--- config.mk ---
export PLATFORM = sky130hd
export DESIGN_NAME = vae_encoder_seq
export DESIGN_NICKNAME = d
export VERILOG_FILES = /design/src/rtl/vae_pkg.sv /design/src/rtl/vae_sqrt_iter.sv /design/src/rtl/vae_encoder_seq.sv
export SDC_FILE = /design/constraint.sdc
export NUM_CORES = 2
export LEC_CHECK = 0
export ABC_AREA = 1
export CAP_MARGIN = 5
export CORE_MARGIN = 2
export CORE_UTILIZATION = 40
export CTS_CLUSTER_SIZE = 25
export DETAILED_ROUTE_END_ITERATION = 8
export PLACE_DENSITY_LB_ADDON = 0.08
export SYNTH_ARGS = -nofsm -noshare
export SYNTH_HDL_FRONTEND = slang
export SYNTH_SLANG_ARGS = --single-unit
--- constraint.sdc ---
create_clock -name clk -period 13.8 [get_ports clk]
set_input_delay 1.38 -clock clk [delete_from_list [all_inputs] [get_ports clk]]
set_output_delay 1.38 -clock clk [all_outputs]
set_load 0.01 [all_outputs]
--- src/rtl/vae_pkg.sv ---
// Shared types, constants and the saturation helper for the VAE encoder.
// Latency: n/a (declarations only).
// Backpressure: n/a.
package vae_pkg;

  localparam int WIDTH  = 16;
  localparam int FRAC   = 12;
  localparam int ACC_W  = 32;
  // Root width covering sqrt of a (WIDTH+FRAC)-bit radicand.
  localparam int ROOT_W = (WIDTH + FRAC + 1) / 2;

  localparam logic signed [WIDTH-1:0] LN2_Q = 16'sh0B17;
  localparam logic signed [WIDTH-1:0] SP_LO = -16'sh2000;
  localparam logic signed [WIDTH-1:0] SP_HI = 16'sh2000;

  localparam logic signed [ACC_W-1:0] SAT_MAX = ACC_W'(2 ** (WIDTH - 1) - 1);
  localparam logic signed [ACC_W-1:0] SAT_MIN = ACC_W'(-(2 ** (WIDTH - 1)));

  typedef enum logic [2:0] {IDLE, MAC, BIAS, SOFTPLUS, SQRT, COMB, OUT} state_t;

  // Clamp a wide signed value into the WIDTH-bit signed range.
  function automatic logic signed [WIDTH-1:0] sat16(input logic signed [ACC_W-1:0] v);
    if (v > SAT_MAX)      return SAT_MAX[WIDTH-1:0];
    else if (v < SAT_MIN) return SAT_MIN[WIDTH-1:0];
    else                  return v[WIDTH-1:0];
  endfunction

endpackage

--- src/rtl/vae_sqrt_iter.sv ---
// Restoring bit-serial square root of (rad << FRAC), one root bit per cycle.
// Latency: start cycle does bit 1; done pulses with root valid ROOT_W-1 cycles later.
// Backpressure: none; start is only honoured by the caller when the unit is idle.
module vae_sqrt_iter
  import vae_pkg::*;
(
  input  logic              clk,
  input  logic              rst,
  input  logic              start,
  input  logic [WIDTH-1:0]  rad,
  output logic [ROOT_W-1:0] root,
  output logic              done
);

  localparam int SRC_W = 2 * ROOT_W;
  localparam int REM_W = ROOT_W + 2;
  localparam int CNT_W = $clog2(ROOT_W + 1);
  localparam logic [CNT_W-1:0] CNT_LAST = CNT_W'(ROOT_W - 1);

  logic [SRC_W-1:0]  src_q, src_d, src_c;
  logic [REM_W-1:0]  rem_q, rem_d, rem_c, rem_t, trial;
  logic [ROOT_W-1:0] root_q, root_d, root_c;
  logic [CNT_W-1:0]  cnt_q, cnt_d;
  logic              run_q, run_d;

  // One restoring step per cycle; the start cycle steps straight from rad so
  // the final bit is produced combinationally alongside done.
  always_comb begin
    src_c = start ? SRC_W'({rad, {FRAC{1'b0}}}) : src_q;
    rem_c = start ? '0 : rem_q;
    root_c = start ? '0 : root_q;
    rem_t = {rem_c[REM_W-3:0], src_c[SRC_W-1 -: 2]};
    trial = {root_c, 2'b01};
    if (rem_t >= trial) begin
      rem_d  = rem_t - trial;
      root_d = {root_c[ROOT_W-2:0], 1'b1};
    end else begin
      rem_d  = rem_t;
      root_d = {root_c[ROOT_W-2:0], 1'b0};
    end
    src_d = src_c << 2;
    done  = run_q && (cnt_q == CNT_LAST);
    cnt_d = start ? CNT_W'(1) : cnt_q + CNT_W'(1);
    run_d = start || (run_q && !done);
    root  = root_d;
  end

  // Iteration state advances only while a root is in flight.
  always_ff @(posedge clk) begin
    if (rst) begin
      src_q  <= '0;
      rem_q  <= '0;
      root_q <= '0;
      cnt_q  <= '0;
      run_q  <= 1'b0;
    end else if (start || run_q) begin
      src_q  <= src_d;
      rem_q  <= rem_d;
      root_q <= root_d;
      cnt_q  <= cnt_d;
      run_q  <= run_d;
    end
  end

endmodule

--- src/rtl/vae_encoder_seq.sv ---
// Time-multiplexed VAE encoder: a[k] = c[k] + sqrt(softplus(d[k])) * eps[k].
// Latency: N_IN+17 cycles to the first latent, N_IN+18 per further latent.
// Backpressure: in_ready only in IDLE; stalls in OUT holding data until out_ready.
module vae_encoder_seq
  import vae_pkg::*;
#(
  parameter int N_IN  = 9,
  parameter int N_LAT = 2,
  localparam int NREG = 2 * N_LAT * N_IN + 3 * N_LAT,
  localparam int AW   = $clog2(NREG),
  localparam int KW   = (N_LAT > 1) ? $clog2(N_LAT) : 1,
  localparam int IW   = (N_IN > 1) ? $clog2(N_IN) : 1
) (
  input  logic             clk,
  input  logic             rst,
  input  logic [N_IN-1:0]  in_data,
  input  logic             in_valid,
  output logic             in_ready,
  input  logic             wr_en,
  input  logic [AW-1:0]    wr_addr,
  input  logic [WIDTH-1:0] wr_data,
  output logic [WIDTH-1:0] out_data,
  output logic [KW-1:0]    out_idx,
  output logic             out_valid,
  input  logic             out_ready,
  output logic             busy
);

  localparam int WV_BASE = N_LAT * N_IN;
  localparam int BM_BASE = 2 * N_LAT * N_IN;
  localparam int BV_BASE = BM_BASE + N_LAT;
  localparam int EP_BASE = BM_BASE + 2 * N_LAT;
  localparam logic [AW-1:0] NREG_A = AW'(NREG);
  localparam logic [IW-1:0] I_LAST = IW'(N_IN - 1);
  localparam logic [KW-1:0] K_LAST = KW'(N_LAT - 1);

  state_t                  state_q, state_d;
  logic [KW-1:0]           k_q, k_d;
  logic [IW-1:0]           i_q, i_d;
  logic [N_IN-1:0]         x_q, x_d;
  logic signed [ACC_W-1:0] acc_m_q, acc_m_d, acc_v_q, acc_v_d;
  logic signed [WIDTH-1:0] c_q, c_d, d_q, d_d, ad_q, ad_d, out_q, out_d;
  logic [ROOT_W-1:0]       s_q, s_d, sq_root;
  logic                    sq_go_q, sq_go_d, sq_done;
  logic signed [WIDTH-1:0] regs_q [NREG];
  logic signed [WIDTH-1:0] regs_d [NREG];
  logic [AW-1:0]           a_wm, a_wv, a_bm, a_bv, a_ep;
  logic signed [ACC_W-1:0] prod;

  // Piecewise softplus: 0 below SP_LO, identity from SP_HI, quadratic fit between.
  function automatic logic signed [WIDTH-1:0] softplus(input logic signed [WIDTH-1:0] d);
    logic signed [ACC_W-1:0] dd;
    dd = ACC_W'(d) * ACC_W'(d);
    if (d < SP_LO)        return '0;
    else if (d >= SP_HI)  return d;
    else                  return sat16(ACC_W'(LN2_Q) + ACC_W'(d >>> 1) + (dd >>> (FRAC + 3)));
  endfunction

  assign a_wm = AW'(int'(k_q) * N_IN + int'(i_q));
  assign a_wv = AW'(WV_BASE + int'(k_q) * N_IN + int'(i_q));
  assign a_bm = AW'(BM_BASE + int'(k_q));
  assign a_bv = AW'(BV_BASE + int'(k_q));
  assign a_ep = AW'(EP_BASE + int'(k_q));
  assign prod = $signed(ACC_W'(s_q)) * ACC_W'(regs_q[a_ep]);

  assign in_ready  = (state_q == IDLE);
  assign busy      = (state_q != IDLE);
  assign out_valid = (state_q == OUT);
  assign out_data  = out_q;
  assign out_idx   = k_q;

  vae_sqrt_iter u_sqrt (
    .clk  (clk),
    .rst  (rst),
    .start(sq_go_q),
    .rad  (ad_q),
    .root (sq_root),
    .done (sq_done)
  );

  // Next-state, datapath and parameter-write logic.
  always_comb begin
    state_d = state_q;
    k_d     = k_q;
    i_d     = i_q;
    x_d     = x_q;
    acc_m_d = acc_m_q;
    acc_v_d = acc_v_q;
    c_d     = c_q;
    d_d     = d_q;
    ad_d    = ad_q;
    s_d     = s_q;
    out_d   = out_q;
    sq_go_d = 1'b0;
    regs_d  = regs_q;
    if (wr_en && !busy && (wr_addr < NREG_A)) regs_d[wr_addr] = wr_data;
    case (state_q)
      IDLE: if (in_valid) begin
        x_d     = in_data;
        k_d     = '0;
        i_d     = '0;
        acc_m_d = '0;
        acc_v_d = '0;
        state_d = MAC;
      end
      MAC: begin
        if (x_q[i_q]) begin
          acc_m_d = acc_m_q + ACC_W'(regs_q[a_wm]);
          acc_v_d = acc_v_q + ACC_W'(regs_q[a_wv]);
        end
        if (i_q == I_LAST) state_d = BIAS;
        else               i_d = i_q + IW'(1);
      end
      BIAS: begin
        c_d     = sat16(acc_m_q + ACC_W'(regs_q[a_bm]));
        d_d     = sat16(acc_v_q + ACC_W'(regs_q[a_bv]));
        state_d = SOFTPLUS;
      end
      SOFTPLUS: begin
        ad_d    = softplus(d_q);
        sq_go_d = 1'b1;
        state_d = SQRT;
      end
      SQRT: if (sq_done) begin
        s_d     = sq_root;
        state_d = COMB;
      end
      COMB: begin
        out_d   = sat16(ACC_W'(c_q) + (prod >>> FRAC));
        state_d = OUT;
      end
      OUT: if (out_ready) begin
        if (k_q == K_LAST) begin
          state_d = IDLE;
        end else begin
          k_d     = k_q + KW'(1);
          i_d     = '0;
          acc_m_d = '0;
          acc_v_d = '0;
          state_d = MAC;
        end
      end
      default: state_d = IDLE;
    endcase
  end

  // State and datapath registers; reset aborts and clears everything.
  always_ff @(posedge clk) begin
    if (rst) begin
      state_q <= IDLE;
      k_q     <= '0;
      i_q     <= '0;
      x_q     <= '0;
      acc_m_q <= '0;
      acc_v_q <= '0;
      c_q     <= '0;
      d_q     <= '0;
      ad_q    <= '0;
      s_q     <= '0;
      out_q   <= '0;
      sq_go_q <= 1'b0;
      for (int j = 0; j < NREG; j++) regs_q[j] <= '0;
    end else begin
      state_q <= state_d;
      k_q     <= k_d;
      i_q     <= i_d;
      x_q     <= x_d;
      acc_m_q <= acc_m_d;
      acc_v_q <= acc_v_d;
      c_q     <= c_d;
      d_q     <= d_d;
      ad_q    <= ad_d;
      s_q     <= s_d;
      out_q   <= out_d;
      sq_go_q <= sq_go_d;
      regs_q  <= regs_d;
    end
  end

endmodule

==> impl_metrics.toml <==
[status]
run_status = "complete, no violations"

[hold_path]
hold_path.class = "reg2reg"
min_delay_path_depth = 2

[die]
pin_count = 56
die_width_um = 418
coreArea_um2 = 170000
start_util_pct = 40.3
dieArea_um2 = 174000
fp.dieH_um = 418
core.rowCount = 151

[critical_path]
cp-start-kind = "flop"
required_ns = 14.39
slowest_delay_ns = 1.02
arrival_ns = 9.93
crit_path_frequent_cell = "fa_1"
critical_path_class = "reg2reg"
r2r_cells = 29
slowest_stage = "o21ai_1"
cp_max_fo = 61
end_kind = "flop"

[placement]
place_inst = 11638
place.gp.congestion = 0.895
io_buffers = 55
dp_hpwl_um = 179000

[routing]
drtAntennaViolNets = 0
drc = 0
first_pass_iters = 6
routed_wl_um = 251000
via_per_inst = 5.43
drt_iter0_drc = 5688
wl_per_cell_um = 21.2
vias = 64229

[sta]
finalCritPeriodShare_pct = 67.7
setup_viol = 0
hold_slack_ns = 0.441
fmaxAchievable_mhz = 107
rsz0062_at_grt = "no"
clock_skew_ns = 0.0798
finalMaxSlewViolations = 0
relSlewSlack_pct = 6.71
tightestPinTransition_ns = 1.39
period_needed_ns = 9.34
hold_viol = 0
fin_setup_tns_ns = 0

[cts]
htreeDepth = 3
cts_tree = "built"
clk_pin_slew_worst_paths_ns = 0.06
cts_hold_buf = 0
cts-root-buf = "clkbuf_16"
clock-sinks = 879
clk_latency_ns = 0.79
clockBufferDepth = 3
postCtsSetupBuffers = 0
cts_resized = 0
cts_inserted_buffers = 105

[power]
powerDensity_nw_per_um2 = 124
p_leak_nw = 32.9
peakVddDrop_mv = 0.111
power.total_mw = 9.24

[logic_synthesis]
synth_area_um2 = 68400
synthTopCellsByArea = "dfxtp_1, fa_1, nand2_1"
synthArstFlopShare_pct = 0
yosysWarnings = 0
synth_top_area_share_pct = 25.7
netlist_instances = 9792
syn_nets = 10653
synth_edf_count = 0
avgSynthCellArea_um2 = 6.99
ys_seq_elements = 879
yosys.area.top_type = "dfxtp_1"
synthFlopType = "dfxtp_1"
synth-seq-area-share_pct = 25.7
ys_types = 66

[finish]
nets = 10389
final_cell_mix = "nand2_1, inv_1, a21oi_1, o21ai_0, dfxtp_1"
syn_to_final_growth_pct = 8.56
stdcell_count = 11834
multi_input_area_um2 = 42900
drive_above_1_share_pct = 4.70
fillers = 17803
regArea_um2 = 17600
final_common_cell = "nand2_1"
antenna_cells = 0

[grt]
antenna_found_initial = 2
grt_pass1_wl_um = 382000
grt_pass1_vias = 60845
gr-total-overflow = 0
grt_max_degree = 262
grtUsageTotal_pct = 28.4

[job]
drv_cap = 0
## critical path: cells and delay by family (launching register included)
kind	cells	cell delay (ns)
buffers and inverters	4	0.35
XOR/XNOR	2	0.35
adder cells (fa/ha/maj)	8	4.00
flip-flops	1	0.52
AND/OR/NAND/NOR	7	1.22
AO/OA/AOI/OAI	8	2.66
## power breakdown
group          total, mW  internal (mW)  switching (mW)
combinational       3.57           1.07            2.50
sequential          2.77           2.64           0.126
clock               2.91           1.65            1.25
total               9.24           5.36            3.88
## path summary, 6_finish.rpt
| path | start | endpoint | slack [ns] |
|---|---|---|---|
| hold reg to reg | regs_q[116] | regs_q[116] | 0.44 |
| setup / recovery | out_idx | out_data[10] | 4.46 |
| setup reg to reg | out_idx | out_data[10] | 4.46 |
| hold / removal | regs_q[116] | regs_q[116] | 0.44 |
## registers in the layout, summed over array words and instances, names as in the netlist, 14 cells and up
signal         cells
ad_q              16
u_sqrt.src_q      14
out_data          16
d_q               16
acc_v_q           32
c_q               16
u_sqrt.rem_q      14
u_sqrt.root_q     14
regs_q           672
s_q               14
acc_m_q           32
## synthesized netlist by cell type, drive strengths merged, types with 5 or more instances
cell type and number:
clkbuf 426, nor2 558, nand4 38, a22oi 8
or2 7, clkinv 6, a21o 17, nand3b 13
mux2i 17, buf 146, o21bai 18, xnor2 48
dfxtp 879, a211oi 14, o221ai 49, inv 1528
and2 9, o21a 79, a31o 5, xor2 104
nor3 65, ha 364, o2111ai 8, o311ai 14
nand2 1846, a311oi 9, o21ai 1260, nor4 9
nand3 292, a31oi 31, o211ai 73, a21oi 1361
o22ai 9, fa 461, o31ai 9
## layout make-up
cell class	count	share of cell area [%]
Multi-Input combinational cell	6807	57.7
Clock inverter	44	0.672
Clock buffer	151	4.15
Tap cell	2218	3.74
Timing Repair Buffer	201	2.26
Sequential cell	879	23.7
Inverter	1534	7.77
## metrics by stage
| stage | utilization [%] | area [µm²] | setup slack (ns) |
|---|---|---|---|
| after detailed placement | 41.7 | 70700 | 4.49 |
| after CTS | 43.8 | 74300 | 4.49 |
| after floorplan | - | 68400 | 5.80 |
| after global placement | 41.7 | 70700 | 4.54 |
| final | 43.8 | 74300 | 4.46 |
| after global routing | 43.8 | 74300 | 3.72 |
## cells by family after synthesis
| family | after synthesis | synth area share (%) |
|---|---|---|
| flops | 879 | 25.7 |
| buf+inv | 2106 | 11.8 |
| mux | 17 | 0.249 |
| simple gates | 2841 | 16.8 |
| compound gates | 2972 | 23.3 |
| xor+xnor | 152 | 1.96 |
| fa+ha+maj | 825 | 20.1 |
## metal layers
layer  vias up  GRT usage, %  wire, µm
met3       373          3.77     15600
met1     30655          39.3    114000
li1      31227             -         -
met2      1974          46.0    114000
met4         0          8.49      8120
met5         -             0         0
(Power assumes the default switching activity.)
